File: src/rtl/ym_i2s_tx.sv
// Philips I2S transmitter for the PSG: captures unsigned 10-bit L/R once per
// 32-slot frame, converts to signed 16-bit and shifts out MSB first.
module ym_i2s_tx #(
  parameter int unsigned SCLK_DIV = 4
) (
  input  logic       CLK,
  input  logic       RESET,
  input  logic [9:0] AUDIO_L,
  input  logic [9:0] AUDIO_R,
  input  logic       MUTE,
  output logic       I2S_SCLK,
  output logic       I2S_LRCK,
  output logic       I2S_SDATA,
  output logic       FRAME_STB
);

  localparam int unsigned      DIV_W   = (SCLK_DIV > 1) ? $clog2(SCLK_DIV) : 1;
  localparam logic [DIV_W-1:0] DIV_MAX = DIV_W'(SCLK_DIV - 1);

  logic [DIV_W-1:0] div_cnt;
  logic [4:0]       slot;
  logic [31:0]      shreg;

  logic             div_wrap;
  logic             fe;
  logic [4:0]       slot_nxt;
  logic [31:0]      shreg_nxt;

  // Offset-binary to two's complement, left-justified in 16 bits.
  function automatic logic [15:0] conv(input logic [9:0] x);
    return {~x[9], x[8:0], 6'b0};
  endfunction

  always_comb begin
    div_wrap = (div_cnt == DIV_MAX);
    fe       = div_wrap && I2S_SCLK;
    slot_nxt = slot + 5'd1;
    if (slot_nxt == 5'd0)
      shreg_nxt = MUTE ? '0 : {conv(AUDIO_L), conv(AUDIO_R)};
    else
      shreg_nxt = {shreg[30:0], 1'b0};
  end

  // Every output moves only on an SCLK falling edge, so the DAC sees them
  // stable around the rising edge it samples on.
  always_ff @(posedge CLK) begin
    if (RESET) begin
      div_cnt   <= '0;
      I2S_SCLK  <= 1'b0;
      I2S_LRCK  <= 1'b0;
      I2S_SDATA <= 1'b0;
      FRAME_STB <= 1'b0;
      slot      <= 5'd31;
      shreg     <= '0;
    end else begin
      FRAME_STB <= 1'b0;
      if (div_wrap) begin
        div_cnt  <= '0;
        I2S_SCLK <= ~I2S_SCLK;
      end else begin
        div_cnt <= div_cnt + 1'b1;
      end
      if (fe) begin
        slot      <= slot_nxt;
        shreg     <= shreg_nxt;
        I2S_SDATA <= shreg_nxt[31];
        I2S_LRCK  <= (slot_nxt >= 5'd15) && (slot_nxt != 5'd31);
        FRAME_STB <= (slot_nxt == 5'd0);
      end
    end
  end

endmodule

File: config.mk
export PLATFORM = sky130hd
export DESIGN_NAME = ym_i2s_tx
export DESIGN_NICKNAME = d
export VERILOG_FILES = /design/src/rtl/ym_i2s_tx.sv
export SDC_FILE = /design/constraint.sdc
export NUM_CORES = 1
export LEC_CHECK = 0
export BUFFER_PORTS_ARGS = -buffer_cell sky130_fd_sc_hd__buf_4
export CAP_MARGIN = 20
export CORE_MARGIN = 2
export CORE_UTILIZATION = 43
export DETAILED_ROUTE_END_ITERATION = 8
export HOLD_SLACK_MARGIN = 0.1
export PLACE_DENSITY = 0.75
export SLEW_MARGIN = 0
export SYNTH_ARGS = -nofsm -noshare
export SYNTH_HDL_FRONTEND = slang
export SYNTH_SLANG_ARGS = --single-unit
File: constraint.sdc
create_clock -name CLK -period 1.7 [get_ports CLK]
set_clock_uncertainty 0.05 [all_clocks]
set_input_delay 0.34 -clock CLK [delete_from_list [all_inputs] [get_ports CLK]]
set_output_delay 0.34 -clock CLK [all_outputs]
set_load 0.005 [all_outputs]
# Yosys cells after proc, flatten, opt, wreduce, memory -nomap -nowiden
# Index checks and enable logic that the tools add are counted.
# totals
regBits	42
output_inout_bits	4
word_cells	23
# classes
addsub	2
magnitude_cmp	1
n_eq_ne	2
n_mux	2
bitwise_logic	4
reduce_logical	5
# op_table
cell	count
two-way mux 32 bit	2
adder 5 x 1 -> 5 bit, second input constant	1
>= comparator 5 x 4 -> 1 bit, second input constant	1
logical NOT 5 bit	1
inequality test 5 bit, second input constant	1
inverter 1 bit	4
OR reduction 2 bit	2
adder 2 x 1 -> 2 bit, second input constant	1
equality test 2 bit, second input constant	1
logical AND 1 bit	2

# Longest topological paths before layout
# depth
word_depth	4
depth_mapped	6
ltp_nobuf	5

# Least setup slack after synthesis
# OpenSTA, ideal clock, no wires.
# synth_timing
path_kind	register to register
start	reg div_cnt[0]
end	reg shreg[16]
setup_ps	117
arrival_time_ps	1384
t_required_ps	1533
setup_slack_ps	150
path_stages_with_launch	7
path_buffers	1
cell_sequence	dfxtp_1 ha_1 buf_2 nand2_1 or2_1 and2b_1 a22o_1
# synth_between
elab_chain_cells	2
# synth_lines
element	line_no	text
from (decl)	20	logic [DIV_W-1:0] div_cnt;
from (signal assigned)	61	div_cnt <= div_cnt + 1'b1;
equality test 2 bit	35	div_wrap = (div_cnt == DIV_MAX);
logical AND 1 bit	36	fe = div_wrap && I2S_SCLK;
to (signal assigned)	65	shreg <= shreg_nxt;
to (decl)	22	logic [31:0] shreg;
# Every way passes these cells.
# A chain may end at the register's enable or synchronous reset.

# Final worst setup path
# layout_timing
start	reg slot[3]
end	reg shreg[28]
# layout_between
elab_chain_cells	3
# layout_lines
element	line_no	text
from (decl)	21	logic [4:0] slot;
from (signal assigned)	64	slot <= slot_nxt;
adder 5 x 1 -> 5 bit	37	slot_nxt = slot + 5'd1;
logical NOT 5 bit	38	if (slot_nxt == 5'd0)
two-way mux 32 bit	38	
# Every way passes these cells.

==> flow_summary.yaml <==
setup_path:
  cp-end-kind: "flip-flop"
  crit_path_max_fanout: 16
  cp-start-kind: "flip-flop"
  arrival_ps: 1700
  path_class: "flip-flop to flip-flop"
  required_ps: 1880
  r2r_setup_slack_ps: 170
power:
  pwr-share-seq: 0.604
  internal-power_mw: 1.09
  p_sw_mw: 0.336
  power.density_mw_per_mm2: 764
  combPwrFrac: 0.107
  p_leak_nw: 0.723
  swShare: 0.236
  total_power_mw: 1.42
  irDropWorstVdd_mv: 0.369
  pwr-share-clk: 0.289
logic_synthesis:
  synth_area_leaders: "dfxtp_1 (47%), nor3b_1 (8.9%), a21oi_1 (7.2%)"
  synth_top_area_cell: "dfxtp_1"
  async_flop_share: 0
  synthMuxAreaShare: 0
  synth.top_cell.area_share: 0.473
  synth-adder-area-share: 0.0246
  ys_seq_elements: 36
  synth_xor_area_frac: 0.0287
  yosysWarnings: 0
  ys.flop_type: "dfxtp_1"
  synth_area_mm2: 0.00153
  synth_top_family_by_area: "simple AND/OR/NAND/NOR gates"
  synth_compound_area_frac: 0.214
  ys_types: 28
  synth_most_common_cell: "dfxtp_1"
  syn_area_per_cell_um2: 8.67
  synth-simple-area-share: 0.220
  synth_nets: 202
  yosysSeqAreaShare: 0.473
  synthesis.instances: 176
  synth_common_cells: "dfxtp_1 (36), a21oi_1 (22), nand2_1 (22), o21ai_1 (22), nor3b_1 (18)"
  synth_edf_count: 0
clock_tree:
  clockBufferDepth: 2
  clkSinkCount: 36
  post_cts_buffers: 0
  cts_tree: "done"
  cts_resized: 0
  clk_latency_ps: 330
  cts_hold_buf: 0
  numCtsBuffers: 5
  cts.clk_slew.worst_paths_ps: 100
  htreeDepth: 2
  cts_root_buffer: "clkbuf_4"
global_routing:
  grt_max_degree: 28
  grt_pass1_vias: 1194
  gr-total-overflow: 0
  grt_pass1_wl_mm: 5.09
  track_usage: 0.156
  antenna_found_initial: 0
placed_design:
  finalWeightedCongestion: 0.769
  dpl_cell_area_mm2: 0.00181
  dp_hpwl_mm: 1.98
  portBuffers: 26
  placed_cells: 245
  post-place-ws_ps: 111
floorplanning:
  die-area_mm2: 0.00404
  die_h_um: 63.6
  core_area_mm2: 0.00336
  rows: 21
  start_util: 0.453
  io_pins: 27
  die_w_um: 63.6
sta:
  final-setup-viol-count: 0
  fin_crit_ps: 1530
  max_freq_mhz: 655
  hold_viol_final: 0
  setup_tns_ps: 0
  period_share: 0.898
  drv_slew: 0
  hold_slack_ps: 195
  rsz0062_at_grt: "false"
  tightest_slew_ps: 259
  fin_ws_ps: 173
  max-slew-margin-rel: 0.827
finish:
  nNetsFinal: 232
  fillers: 324
  diodes: 0
  stdcell_count: 252
  fin_util: 0.554
  stdcell_area_mm2: 0.00186
  syn_to_final_growth_pct: 22.2
  drive_gt1_frac: 0.228
route:
  drc: 0
  dr.pass1.iters: 4
  postRouteAntennaNets: 0
  wl_per_cell_um: 11.5
  drt_iter0_markers: 103
  vias_per_cell: 5.10
  vias: 1284
  routed_wl_mm: 2.89
flow_run:
  cap_violations: 0
outcome:
  status: "finished, final reports clean"
min_path:
  hold_class: "input pin to flip-flop"
-- logic make-up after synthesis --
| logic type | after synthesis |
|---|---|
| xor+xnor | 5 |
| flops | 36 |
| fa+ha+maj | 3 |
| compound gates | 56 |
| simple gates | 61 |
| buf+inv | 15 |
-- routing by layer --
layer  part of all wire  GRT usage
met1               0.48      0.206
met2               0.47      0.247
met3              0.046     0.0446
met4             0.0066     0.0489
met5                  0          0
-- power groups by stage --
stage | clock network, mW | registers (mW) | logic (mW)
after global routing | 0.459 | 0.862 | 0.169
after floorplan | 0 | 0.879 | 0.0886
final | 0.411 | 0.861 | 0.152
after detailed placement | 0 | 0.880 | 0.153
after global placement | 0 | 0.880 | 0.151
after CTS | 0.427 | 0.861 | 0.154
-- cell usage in the layout, fill, tap and decap left out, drive strengths merged --
cell    count
inv         3
clkbuf      6
nand2b      3
and4        1
xnor2       3
and2b       1
clkinv      1
nand3b      1
or3b        1
o211ai      1
a211oi      1
a211o       1
or2         1
nand2      22
nand3       3
nor3        4
nor3b      18
ha          3
xor2        2
a31o        1
buf        35
nor4        1
a22o        6
o21ai      22
o21bai      1
a21oi      23
dfxtp      36
nor2        5
-- flip-flops by register name (all words and copies together), names as in the netlist --
name,count
FRAME_STB,1
I2S_LRCK,1
I2S_SCLK,1
I2S_SDATA,1
div_cnt,2
shreg,25
slot,5
-- area by class of cell --
cell class,count,area (um^2),area share
clock buffer,6,41.3,0.0221
clock inverter,1,5.00,0.00268
inverter,3,11.3,0.00604
multi-input combinational,125,751,0.403
sequential,36,723,0.388
tap,46,57.6,0.0309
timing repair buffer,35,275,0.148
-- worst max-delay path, stage by stage (launching register included) --
cell and delay [ps]:
dfxtp_1 360, and4_1 230, o211ai_2 260, buf_4 250
nor3b_1 70, a21oi_1 130, o21ai_1 70
-- worst paths after layout --
check,depth (start not counted),startpoint,to
hold / removal,2,RESET,I2S_SCLK
setup reg to reg,6,slot[3],shreg[28]
hold reg to reg,1,div_cnt[0],div_cnt[0]
setup / recovery,6,slot[3],shreg[28]
(Power assumes the default switching activity.)
